### config.mk
export PLATFORM = sky130hd
export DESIGN_NAME = rld1_dec
export DESIGN_NICKNAME = d
export VERILOG_FILES = /design/src/rtl/rld1_dec.sv
export SDC_FILE = /design/constraint.sdc
export NUM_CORES = 1
export LEC_CHECK = 0
export ABC_CLOCK_PERIOD_IN_PS = 1700
export CAP_MARGIN = 40
export CORE_AREA = 4 4 41 43
export CTS_CLUSTER_SIZE = 16
export DETAILED_ROUTE_END_ITERATION = 7
export DIE_AREA = 0 0 45 47
export GPL_TIMING_DRIVEN = 0
export PLACE_DENSITY_LB_ADDON = 0.05
export SETUP_SLACK_MARGIN = 0.5
export SLEW_MARGIN = 5
export SYNTH_ARGS = -nofsm -noshare
export SYNTH_HDL_FRONTEND = slang
export SYNTH_SLANG_ARGS = --single-unit
export TNS_END_PERCENT = 1
### constraint.sdc
create_clock -name clk -period 1.7 [get_ports clk]
set_clock_uncertainty 0.1 [all_clocks]
set_input_delay 0.17 -clock clk [delete_from_list [all_inputs] [get_ports clk]]
set_output_delay 0.17 -clock clk [all_outputs]
set_load 0.03 [all_outputs]
### src/rtl/rld1_dec.sv
// Run-length decoder: expands {symbol, count, last} records into one {symbol, last} word per cycle.
// Optional statistics counters are built when RLD1_STATS_EN is defined.
module rld1_dec #(
    parameter int unsigned CNT_W = 4
) (
    input  logic               clk,
    input  logic               reset,
    input  logic [CNT_W+1:0]   rld1__input_r,
    input  logic               rld1__input_r_vld,
    output logic               rld1__input_r_rdy,
    output logic [1:0]         rld1__output_s,
    output logic               rld1__output_s_vld,
    input  logic               rld1__output_s_rdy
`ifdef RLD1_STATS_EN
    ,
    output logic [15:0]        rld1__stat_words,
    output logic [7:0]         rld1__stat_zero
`endif
);

    localparam int unsigned REC_W = CNT_W + 2;

    typedef enum logic {
        IDLE   = 1'b0,
        EXPAND = 1'b1
    } state_t;

    state_t             busy_q;
    logic               sym_q;
    logic               last_q;
    logic [CNT_W-1:0]   rem_q;
    logic [1:0]         out_q;
    logic               out_vld_q;

    logic               rec_sym;
    logic [CNT_W-1:0]   rec_cnt;
    logic               rec_last;
    logic               rec_cnt_nz;
    logic               rem_one;
    logic               out_load;
    logic               emit;
    logic               accept;

    // Record field split.
    assign rec_sym    = rld1__input_r[REC_W-1];
    assign rec_cnt    = rld1__input_r[CNT_W:1];
    assign rec_last   = rld1__input_r[0];
    assign rec_cnt_nz = (rec_cnt != '0);

    assign rem_one  = (rem_q == CNT_W'(1));
    assign out_load = ~out_vld_q | rld1__output_s_rdy;
    assign emit     = (busy_q == EXPAND) & out_load;

    // Ready early on the final word so consecutive runs stream without a bubble.
    assign rld1__input_r_rdy = reset & ((busy_q == IDLE) | (rem_one & out_load));
    assign accept            = rld1__input_r_vld & rld1__input_r_rdy;

    assign rld1__output_s     = out_q;
    assign rld1__output_s_vld = out_vld_q;

    always_ff @(posedge clk or negedge reset) begin
        if (!reset) begin
            busy_q    <= IDLE;
            sym_q     <= 1'b0;
            last_q    <= 1'b0;
            rem_q     <= '0;
            out_q     <= 2'b00;
            out_vld_q <= 1'b0;
        end else begin
            if (emit) begin
                out_q     <= {sym_q, last_q & rem_one};
                out_vld_q <= 1'b1;
                rem_q     <= rem_q - CNT_W'(1);
                if (rem_one) begin
                    busy_q <= IDLE;
                end
            end else if (out_load) begin
                out_vld_q <= 1'b0;
            end

            // A zero-count record is consumed without touching the run state.
            if (accept && rec_cnt_nz) begin
                sym_q  <= rec_sym;
                last_q <= rec_last;
                rem_q  <= rec_cnt;
                busy_q <= EXPAND;
            end
        end
    end

`ifdef RLD1_STATS_EN
    logic [15:0] stat_words_q;
    logic [7:0]  stat_zero_q;

    // Saturating activity counters.
    always_ff @(posedge clk or negedge reset) begin
        if (!reset) begin
            stat_words_q <= 16'h0000;
            stat_zero_q  <= 8'h00;
        end else begin
            if (emit && (stat_words_q != 16'hFFFF)) begin
                stat_words_q <= stat_words_q + 16'd1;
            end
            if (accept && !rec_cnt_nz && (stat_zero_q != 8'hFF)) begin
                stat_zero_q <= stat_zero_q + 8'd1;
            end
        end
    end

    assign rld1__stat_words = stat_words_q;
    assign rld1__stat_zero  = stat_zero_q;
`else
    // Statistics counters are not built in this configuration.
`endif

endmodule

# Word-level counts from Yosys, hierarchy flattened
# Index checks and enable logic that the tools add are counted.
# Widths: inputs -> output; s select.
[classes]
addsub = 1
eq_ne = 1
mux = 7
n_bitwise = 9
n_reduce_logical = 6
[op_table]
columns = ["operator", "count"]
rows = [
  ["$mux 4", 2],
  ["$reduce_bool 2->1", 3],
  ["$and 1x1->1", 5],
  ["$mux 1", 5],
  ["$eq 4x1->1 const B", 1],
  ["$reduce_bool 4->1", 1],
  ["$sub 4x1->4 const B", 1],
  ["$not 1->1", 2],
  ["$or 1x1->1", 2],
  ["$reduce_and 2->1", 1],
  ["$logic_and 1x1->1", 1],
]
[totals]
register_bits = 10
inputBits = 10
output_inout_bits = 4
word_cells = 30

# Longest topological paths before layout
[logic_depth]
word_depth = 9
ltp_mapped = 6
depth_no_buf = 6

# Least setup slack after synthesis
# No wires, ideal clock.
[synth_timing]
path_type = "reg2reg"
startpoint = "register rem_q[1]"
endpoint = "register last_q"
setup_ps = 128
arrival_ps = 1547
required_time_ps = 1472
setup_slack_ps = -74
stages_incl_launch_ff = 7
n_path_buf = 0
synth_period_minus_slack_ps = 1774
cell_sequence = "dfrtp_1 -> inv_1 -> ha_1 -> nor3b_2 -> nand2_2 -> a211oi_4 -> mux2_1"
[synth_between]
elab_chain_len = 6
[synth_lines]
columns = ["item", "line", "rtl"]
rows = [
  ["from (decl)", "31", "logic [CNT_W-1:0] rem_q;"],
  ["from (signal assigned)", "73", "rem_q <= rem_q - CNT_W'(1);"],
  ["from (signal assigned)", "85", "rem_q <= rec_cnt;"],
  ["$eq 4x1->1", "50", "assign rem_one = (rem_q == CNT_W'(1));"],
  ["$and 1x1->1", "55", "assign rld1__input_r_rdy = reset & ((busy_q == IDLE) | (rem_one & out_load));"],
  ["$or 1x1->1", "55", ""],
  ["$and 1x1->1", "55", ""],
  ["$and 1x1->1", "56", "assign accept = rld1__input_r_vld & rld1__input_r_rdy;"],
  ["$logic_and 1x1->1", "82", "if (accept && rec_cnt_nz) begin"],
  ["to (signal assigned)", "84", "last_q <= rec_last;"],
  ["to (decl)", "30", "logic last_q;"],
]
# Every way passes these cells.
# A chain may end at the register's enable or synchronous reset.

# Worst setup path in the final report
[layout_timing]
startpoint = "register rem_q[1]"
endpoint = "register rem_q[0]"
[layout_between]
elab_chain_len = 7
word_cells_on_any_way = 8
cone_classes = "eq/ne: 1; mux: 1; bitwise: 4; reduce/logical: 2"
[layout_lines]
columns = ["item", "line"]
rows = [
  ["$eq 4x1->1 *", "50"],
  ["$and 1x1->1 *", "55"],
  ["$or 1x1->1 *", "55"],
  ["$and 1x1->1 *", "55"],
  ["$and 1x1->1 *", "56"],
  ["$logic_and 1x1->1 *", "82"],
  ["$mux 4 / $reduce_bool 2->1 (equally long branches)", "--"],
]
# Every way passes the cells marked *; elsewhere a longest branch is shown, timed or not.

==> metrics.cfg <==
[route]
wl_microns = 1090
ant_nets = 0
drtIter0Drc = 12
via_per_inst = 4.83
wl_per_cell_microns = 14.2
drc = 0
drtPass1Iterations = 4
vias = 372

[status]
outcome = finished, violations left
violations = negative hold slack, negative setup slack

[worst_setup_path]
timing.rr.end = rem_q[0]
reg2reg_from = rem_q[1]
cp_max_fo = 4
crit_arrival_ps = 1900
crit_path_end = rem_q[0]
endpoint_kind = flop
startpoint = rem_q[1]
reg2regPathDepth = 7
required_ps = 1750
path_class = flop to flop
crit_path_start_kind = flop
rrSetupSlack_ps = -160

[power]
power_density_nw_per_um2 = 1640
power.static_leakage_nw = 0.346
power.internal_mw = 0.802
power_frac_seq_pct = 37.8
comb_power_share_pct = 49.6
ir_worst_vdd_mv = 0.713
power_frac_clock_pct = 12.6
swShare_pct = 36.2
switchingPower_mw = 0.454

[sta]
finalSetupViolations = 7
fin_tns_setup_ps = -977
period_share_pct = 109
worst_hold_slack_ps = -249
relSlewSlack_pct = 66.9
final.min_clock_period_ps = 1860
tightest_slew_ps = 496
rsz0062_at_grt = true
layout_setup_ws_ps = -157
final_hold_viol_count = 10
fmax_mhz = 539
finalMaxSlewViolations = 0

[logic_synthesis]
syn_area_per_cell_sq_um = 12.2
netlist_top_cells_area = dfrtp_1, mux2_1, xnor2_1
synth_top_cell_area_share_pct = 48.7
syn_area_sq_um = 514
syn_nets = 54
yosysWarningCount = 0
synth_area_leader_cell = dfrtp_1
synthCells = 42
ys_seq_elements = 10
yosysSeqAreaShare_pct = 48.7
synth_cell_types = 17

[floorplanning]
rows = 13
core_sq_um = 1300
dieArea_sq_um = 2120
initial_core_util_pct = 39.5
die_h_microns = 47
ios = 14
die_x_microns = 45

[layout]
syn_to_final_growth_pct = 49.1
n_antenna_cell = 0
nFillCells = 113
drive_above_1_share_pct = 45.2
final_nets = 76
final_cells = 77

[clocking]
clock-sinks = 10
clkLatencyLatePin_ps = 260
cts_buffers = 3
tritoncts = yes
hold_buffers = 0
cts.path.max_buffers = 2
root_buffer = clkbuf_4
htree_levels = 1
path_clk_slew_ps = 70

[job]
drv_cap = 0

[global_route]
antenna_found_initial = 0
grtUsageTotal_pct = 12.9
grt_pass1_vias = 442
grt_max_degree = 12
grt_pass1_wl_microns = 1910
grt_overflow_total = 0

[worst_hold_path]
hp-class = input pin to asynchronous set/reset pin

[placed_design]
io_buffer_count = 13
place_congestion = 0.705
dp_cells = 70
dp_hpwl_microns = 749
pre_cts_ws_ps = -555

[Yosys cell counts]
cell type and instances:
nand2_2 1, nand3_1 2, a211oi_4 1, xnor2_1 3, a21oi_1 1, nand2b_1 2
ha_1 2, mux2i_1 1, nor3b_2 1, mux2_1 6, nor3_1 1, nand2_1 4
inv_1 3, o21ai_0 2, o41ai_2 1, mux2_2 1, dfrtp_1 10
[flip-flops by register name, summed over array words and instances, names as in the netlist]
| name | count |
|---|---|
| rem_q | 4 |
| rld1__output_s | 2 |
| busy_q | 1 |
| last_q | 1 |
| rld1__output_s_vld | 1 |
| sym_q | 1 |
[timing repair]
action                                  4_1_cts  5_1_grt
pin swaps                                     2        2
resized for setup                            34        7
endpoints found under the hold margin         0       10
buffers inserted                              3        1
endpoints found under the setup margin       13       12
[per-stage QoR]
| stage | power (mW) | util, % | instance area [sq um] |
|---|---|---|---|
| after detailed placement | 0.903 | 51.0 | 663 |
| after floorplan | 0.749 | - | 514 |
| after CTS | 1.25 | 59.0 | 768 |
| final | 1.26 | 58.9 | 767 |
| after global placement | 0.873 | 51.0 | 663 |
| after global routing | 1.35 | 58.9 | 767 |
[power groups by stage]
stage	Sequential [mW]	Combinational, mW	Clock [mW]
floorplan	0.468	0.281	0
global placement	0.434	0.439	0
detailed placement	0.444	0.459	0
CTS	0.469	0.615	0.166
global route	0.490	0.681	0.179
finish	0.475	0.623	0.158
[routing by layer]
| layer | part of all wire (%) | wire, microns | GRT usage (%) |
|---|---|---|---|
| met2 | 50 | 547 | 21.5 |
| met5 | 0 | 0 | 0 |
| met4 | 0 | 0 | 5.26 |
| met1 | 44 | 485 | 15.7 |
| met3 | 5.7 | 62 | 3.45 |
[kinds of logic after synthesis]
group	synth area share, %
and+or+nand+nor	11.9
DFF	48.7
muxes	17.3
AOI/OAI and AO/OA	9.98
xor gates and xnor gates	5.11
buffers and inverters	2.19
adders and majority gates	4.87
[critical path, cell delays in order, from the launching register on]
cell	delay (ps)
dfrtp_1	400
inv_2	80
ha_4	130
nor3b_4	210
nand2_2	110
a211oi_4	250
buf_6	170
mux2_4	290
[area by class of cell]
class	instances	area, sq um	area share, %
tap	15	18.8	2.45
sequential	10	253	33.0
inverter	3	11.3	1.47
multi-input combinational	29	309	40.3
clock buffer	3	22.5	2.94
timing repair buffer	17	153	19.9
[worst min-delay path by stage]
| stage | from | to | slack [ps] | depth (start not counted) |
|---|---|---|---|---|
| after floorplan | reset | busy_q | -230 | 0 |
| after global placement | rld1__output_s[0] | rld1__output_s[0] | 360 | 2 |
| after detailed placement | sym_q | sym_q | 380 | 1 |
| after CTS | reset | rem_q[1] | 150 | 1 |
| after global routing | reset | rem_q[1] | -200 | 1 |
| final | reset | rld1__output_s[0] | -250 | 1 |
[placed cells by master (no fill, tap or decap), types with 2 or more instances in the layout]
master / instances
buf_2: 3
clkbuf_4: 3
nand2_1: 3
inv_1: 2
nand3_1: 2
dfrtp_2: 2
buf_4: 3
dfrtp_1: 8
buf_6: 2
xnor2_1: 3
mux2_4: 6
clkdlybuf4s50_1: 8
No activity file was read; power rests on OpenSTA's default activity.
